--- config.mk ---
export PLATFORM = sky130hd
export DESIGN_NAME = ysyx_23060236_lsu
export DESIGN_NICKNAME = d
export VERILOG_FILES = /design/src/rtl/ysyx_23060236_lsu_pkg.sv /design/src/rtl/ysyx_23060236_lsu_align.sv /design/src/rtl/ysyx_23060236_lsu.sv
export SDC_FILE = /design/constraint.sdc
export NUM_CORES = 1
export LEC_CHECK = 0
export CAP_MARGIN = 15
export CORE_UTILIZATION = 34
export DETAILED_ROUTE_END_ITERATION = 16
export GPL_TIMING_DRIVEN = 1
export HOLD_SLACK_MARGIN = 0.05
export PLACE_DENSITY = 0.76
export SKIP_CTS_REPAIR_TIMING = 1
export SLEW_MARGIN = 20
export SYNTH_ARGS = -nofsm -noshare
export SYNTH_HDL_FRONTEND = slang
export SYNTH_SLANG_ARGS = --single-unit
--- constraint.sdc ---
create_clock -name clock -period 1.7 [get_ports clock]
set_clock_uncertainty 0.2 [all_clocks]
set_input_delay 0.34 -clock clock [delete_from_list [all_inputs] [get_ports clock]]
set_output_delay 0.34 -clock clock [all_outputs]
set_load 0.02 [all_outputs]
--- src/rtl/ysyx_23060236_lsu_pkg.sv ---
// Shared encodings for the load/store unit:
// funct3 sizes, AXI response codes and FSM states.
package ysyx_23060236_lsu_pkg;

    localparam logic [2:0] LSU_B  = 3'b000;
    localparam logic [2:0] LSU_H  = 3'b001;
    localparam logic [2:0] LSU_W  = 3'b010;
    localparam logic [2:0] LSU_BU = 3'b100;
    localparam logic [2:0] LSU_HU = 3'b101;

    localparam logic [1:0] AXI_OKAY = 2'b00;

    typedef enum logic [2:0] {
        S_IDLE = 3'd0,
        S_AR   = 3'd1,
        S_R    = 3'd2,
        S_WR   = 3'd3,
        S_B    = 3'd4,
        S_DONE = 3'd5
    } lsu_state_t;

    // Halfwords need an even address, words a 4-byte aligned one.
    function automatic logic is_misaligned(
        input logic [1:0] size,
        input logic [1:0] off
    );
        case (size)
            2'b01:   return off[0];
            2'b10:   return off != 2'b00;
            default: return 1'b0;
        endcase
    endfunction

endpackage

--- src/rtl/ysyx_23060236_lsu_align.sv ---
// Byte-lane steering: store data/strobe shifter and
// load extractor with sign/zero extension.
module ysyx_23060236_lsu_align
    import ysyx_23060236_lsu_pkg::*;
(
    input  logic [2:0]  funct3,
    input  logic [1:0]  offset,
    input  logic [31:0] st_data,
    input  logic [31:0] ld_raw,
    output logic [31:0] st_wdata,
    output logic [3:0]  st_wstrb,
    output logic [31:0] ld_data
);

    logic [4:0]  sh_amt;
    logic [31:0] ld_sh;
    logic [3:0]  base;

    assign sh_amt   = {offset, 3'b000};
    assign st_wdata = st_data << sh_amt;
    assign ld_sh    = ld_raw >> sh_amt;
    assign st_wstrb = base << offset;

    // Strobe pattern for the access size before lane shifting
    always_comb begin
        base = 4'b1111;
        case (funct3[1:0])
            2'b00:   base = 4'b0001;
            2'b01:   base = 4'b0011;
            default: base = 4'b1111;
        endcase
    end

    // Extend the shifted-down load to a full register value
    always_comb begin
        ld_data = ld_sh;
        case (funct3)
            LSU_B:   ld_data = {{24{ld_sh[7]}}, ld_sh[7:0]};
            LSU_H:   ld_data = {{16{ld_sh[15]}}, ld_sh[15:0]};
            LSU_BU:  ld_data = {24'h0, ld_sh[7:0]};
            LSU_HU:  ld_data = {16'h0, ld_sh[15:0]};
            default: ld_data = ld_sh;
        endcase
    end

endmodule

--- src/rtl/ysyx_23060236_lsu.sv ---
// Load/store unit: runs one execute-stage request on an
// AXI4-Lite master port and pulses lsu_over on completion.
module ysyx_23060236_lsu
    import ysyx_23060236_lsu_pkg::*;
#(
    parameter int ADDR_W       = 32,
    parameter bit MISALIGN_CHK = 1'b1
) (
    input  logic              clock,
    input  logic              reset,
    input  logic              exu_fire,
    input  logic              req_ren,
    input  logic              req_wen,
    input  logic [ADDR_W-1:0] req_addr,
    input  logic [31:0]       req_wdata,
    input  logic [2:0]        req_funct3,
    input  logic [4:0]        req_rd,
    input  logic              req_reg_wen,
    output logic              lsu_over,
    output logic              lsu_fault,
    output logic [4:0]        wb_rd,
    output logic              wb_wen,
    output logic [31:0]       wb_data,
    output logic [ADDR_W-1:0] araddr,
    output logic              arvalid,
    input  logic              arready,
    input  logic [31:0]       rdata,
    input  logic [1:0]        rresp,
    input  logic              rvalid,
    output logic              rready,
    output logic [ADDR_W-1:0] awaddr,
    output logic              awvalid,
    input  logic              awready,
    output logic [31:0]       wdata,
    output logic [3:0]        wstrb,
    output logic              wvalid,
    input  logic              wready,
    input  logic [1:0]        bresp,
    input  logic              bvalid,
    output logic              bready
);

    lsu_state_t  state, state_n;
    logic        aw_done, aw_done_n;
    logic        w_done, w_done_n;
    logic        fault_q, fault_n;
    logic [31:0] ld_q, ld_n;
    logic [31:0] al_wdata, al_ld;
    logic [3:0]  al_wstrb;
    logic [31:0] addr32;
    logic        mis;

    assign addr32 = 32'(req_addr);
    assign mis    = MISALIGN_CHK &&
                    is_misaligned(req_funct3[1:0], req_addr[1:0]);

    ysyx_23060236_lsu_align u_align (
        .funct3   (req_funct3),
        .offset   (req_addr[1:0]),
        .st_data  (req_wdata),
        .ld_raw   (rdata),
        .st_wdata (al_wdata),
        .st_wstrb (al_wstrb),
        .ld_data  (al_ld)
    );

    assign araddr = req_addr;
    assign awaddr = req_addr;
    assign wdata  = al_wdata;
    assign wstrb  = al_wstrb;

    assign lsu_over  = state == S_DONE;
    assign lsu_fault = lsu_over & fault_q;
    assign wb_rd     = lsu_over ? req_rd : 5'd0;
    assign wb_wen    = lsu_over & req_reg_wen & ~fault_q & ~req_wen;
    assign wb_data   = !lsu_over ? 32'd0 :
                       req_ren   ? ld_q  : addr32;

    // State, channel-done flags, fault and load data registers
    always_ff @(posedge clock) begin
        if (reset) begin
            state   <= S_IDLE;
            aw_done <= 1'b0;
            w_done  <= 1'b0;
            fault_q <= 1'b0;
            ld_q    <= 32'd0;
        end else begin
            state   <= state_n;
            aw_done <= aw_done_n;
            w_done  <= w_done_n;
            fault_q <= fault_n;
            ld_q    <= ld_n;
        end
    end

    // Next state and AXI handshake outputs
    always_comb begin
        state_n   = state;
        aw_done_n = aw_done;
        w_done_n  = w_done;
        fault_n   = fault_q;
        ld_n      = ld_q;
        arvalid   = 1'b0;
        rready    = 1'b0;
        awvalid   = 1'b0;
        wvalid    = 1'b0;
        bready    = 1'b0;
        case (state)
            S_IDLE: begin
                if (exu_fire) begin
                    fault_n   = 1'b0;
                    aw_done_n = 1'b0;
                    w_done_n  = 1'b0;
                    if ((req_ren || req_wen) && mis) begin
                        fault_n = 1'b1;
                        state_n = S_DONE;
                    end else if (req_ren) begin
                        state_n = S_AR;
                    end else if (req_wen) begin
                        state_n = S_WR;
                    end else begin
                        state_n = S_DONE;
                    end
                end
            end
            S_AR: begin
                arvalid = 1'b1;
                if (arready) state_n = S_R;
            end
            S_R: begin
                rready = 1'b1;
                if (rvalid) begin
                    ld_n    = al_ld;
                    fault_n = rresp != AXI_OKAY;
                    state_n = S_DONE;
                end
            end
            S_WR: begin
                awvalid   = !aw_done;
                wvalid    = !w_done;
                aw_done_n = aw_done | awready;
                w_done_n  = w_done | wready;
                if (aw_done_n && w_done_n) state_n = S_B;
            end
            S_B: begin
                bready = 1'b1;
                if (bvalid) begin
                    fault_n = bresp != AXI_OKAY;
                    state_n = S_DONE;
                end
            end
            S_DONE: state_n = S_IDLE;
            default: state_n = S_IDLE;
        endcase
    end

    // A new instruction while busy means the execute stage broke protocol
    always @(posedge clock) begin
        if (!reset) assert (!exu_fire || state == S_IDLE);
    end

endmodule

==> reports/metrics.csv <==
metric,value,unit
Post-Synthesis Cells,534,
worst hold path type,reg -> reg,
switching share of power,0.3524,
Critical Path End Type,output port,
drt pass-1 iters,5,
"Req. time, crit path",1.16,ns
NumNets Final,939,
site row count,39,
DR vias/cell,5.367,
Worst R2R End,fault_q,
Post-Syn Nets,656,
final hold slack,0.2629,ns
total length of routed wires,18520,um
"Top FF cell, synth",dfxtp_1,
Die Span Y,110.6,um
synthesis-stage register bit count,38,
core area,11470,um2
async set or reset register ratio after synthesis,0,
H-tree levels,2,
internal power,0.003124,W
Post-Place Setup Slack,-0.9798,ns
Die X,110.6,um
Clock power frac,0.264,
initial antenna violation count,0,
CTS tree,yes,
failing checks,setup timing,
reg2reg setup slack,-0.15,ns
vias in the first global route,4791,
Seq pwr share,0.217,
post-route ant nets,0,
IO buf count,263,
Layout area overhead,116.4,%
status,"complete, but fails checks",
setup ws final,-0.3809,ns
fin. max-slew vios,0,
Cell Pwr Density,556.0,nW/um2
CP arrival,1.54,ns
first-pass GRT wire length,23850,um
layout cells sized above 1,0.5171,
Slew @ Worst Pin,0.5674,ns
Post-synth EDFFs,0,
P_leak,4.113,nW
CP Max Fanout,5,
Filler cells,750,
routability cong.,0.8869,
Setup-failing EPs final,99,
Root Buffer,clkbuf_16,
final hold violations,0,
DR WL/cell,19.27,um
via count,5158,
Synth Cell Area,4010,um2
Mean Syn Cell Area,7.510,um2
placed cell area,7507,um2
max-cap violation count,0,
GRT overflow,0,
CTS Buf Count,5,
Crit Reg-Reg Startpoint,state[1],
Post-Layout Inst Area,8677,um2
DRC Markers,0,
Worst R2R Path Depth,6,
Critical Path End,wb_wen,
Initial DRC Count,254,
die area,12230,um2
# IOs,264,
CTS Sinks,38,
Clock Tree Buf Depth,2,
Final Critical Period,2.081,ns
Placed Instances,914,
period utilization,1.224,
Final Instance Count excl. Fillers,961,
count of cell types in the netlist,51,
multi-input logic area,3511,um2
VDD IR max,0.5534,mV
Comb pwr share,0.520,
gr usage total,0.2383,
fmax,0.4806,GHz
# diodes,0,
worst skew pair latency,0.29,ns
Initial Util,0.3497,
Startpoint Class,flip-flop,
largest net degree at the start of global routing,28,
clock transition at the registers of the reported paths,0.06,ns
part of the Yosys area used for sequential elements,0.1897,
Switch Pwr,0.001700,W
CP startpoint,state[1],
RSZ-0062 raised after global routing,true,
Tot Pwr,0.004824,W
Worst Setup Path Type,reg -> out,
Ys Warns,0,
FF/Latch Area,767.0,um2
DP HPWL,12390,um
Worst slew margin,0.6217,
cells in the mapped netlist (2+ instances only):
cell        n  area, um2
a21oi_1    38      190.2
mux2_2      8      90.09
buf_4      71      533.0
a311oi_1    2      17.52
a211oi_1    9      67.56
nand2_1    44      165.2
ha_1        3      37.54
and2_1     14      87.58
or3_1      10      62.56
clkbuf_1   17      63.81
dfxtp_1    38      760.7
a211o_1     8      70.07
o2bb2ai_1   8      70.07
or2_2       3      18.77
buf_2      11      55.05
o21ai_2    10      87.58
nor3_1     11      55.05
inv_1      13      48.80
nand2b_1    4      25.02
o211ai_1    7      52.55
a32oi_1     2      17.52
buf_6       3      33.78
mux2i_1    65      650.6
nor2_1     76      285.3
buf_1       3      11.26
o21ai_0    21      105.1
nor2b_1    11      68.82
cells in the final DEF (no fill, tap or decap), types with 15 or more instances in the layout:
cell             count
buf_6               78
buf_4               74
dlymetal6s2s_1      69
o21ai_2             21
mux2i_1             55
clkdlybuf4s50_1     75
buf_12              15
nor2_1              32
nor2_4              42
dfxtp_1             35
nand2_1             43
clkbuf_2            47
power by group through the flow:
| stage | Sequential (W) | Combinational [W] | Clock (W) |
|---|---|---|---|
| 2_1_floorplan | 0.00103 | 0.00126 | 0 |
| 3_3_place_gp | 0.00105 | 0.00205 | 0 |
| 3_5_place_dp | 0.00105 | 0.00209 | 0 |
| 4_1_cts | 0.00103 | 0.00210 | 0.00126 |
| 5_1_grt | 0.00105 | 0.00262 | 0.00131 |
| 6_report | 0.00105 | 0.00251 | 0.00127 |
sequential cells by signal (all words and copies together), names as in the netlist:
name,flops
aw_done,1
fault_q,1
ld_q,32
state,3
w_done,1
worst min path at each step:
| stage | startpoint | to | slack (ns) | cells past startpoint |
|---|---|---|---|---|
| after floorplan | ld_q[0] | ld_q[0] | 0.24 | 2 |
| after global placement | ld_q[0] | ld_q[0] | 0.26 | 2 |
| after detailed placement | ld_q[1] | ld_q[1] | 0.26 | 2 |
| after CTS | ld_q[1] | ld_q[1] | 0.27 | 2 |
| after global routing | ld_q[1] | ld_q[1] | 0.28 | 2 |
| final | ld_q[5] | ld_q[5] | 0.26 | 2 |
area by class of cell:
type                       instances  share of cell area
clock buffer                       6             0.01601
clock inverter                     2            0.006921
inverter                          15            0.007210
multi-input combinational        377              0.4046
sequential                        38             0.08839
tap                              143             0.02062
timing repair buffer             380              0.4562
metrics by stage:
| step | setup TNS (ns) | utilization |
|---|---|---|
| floorplan | -1.626 | - |
| global placement | -81.72 | 0.6547 |
| detailed placement | -84.76 | 0.6547 |
| CTS | -87.81 | 0.6720 |
| global route | -19.86 | 0.7567 |
| finish | -16.48 | 0.7567 |
per-layer routing:
layer	up-vias	track usage	wire, um
met5	-	0	0
met1	2455	0.2723	7091
met2	311	0.4563	9872
met3	38	0.04116	1185
met4	0	0.05156	370
li1	2354	-	-
worst max-delay path, cell delays in order, from the launching register on:
cell      delay (ns)
dfxtp_2         0.33
nand2b_4        0.15
or2_4           0.34
nor4b_4         0.24
buf_4           0.19
cell families (layout without fill, tap and decap cells):
logic type | after synthesis | after routing | synth area share
multiplexers | 75 | 75 | 0.1931
flip-flops | 38 | 38 | 0.1897
adder cells (fa/ha/maj) | 3 | 3 | 0.009361
AND/OR/NAND/NOR | 181 | 183 | 0.2140
AO/OA/AOI/OAI | 116 | 116 | 0.2009
buffers and inverters | 121 | 403 | 0.1928
Note: power is estimated with default switching activity, not from simulation.
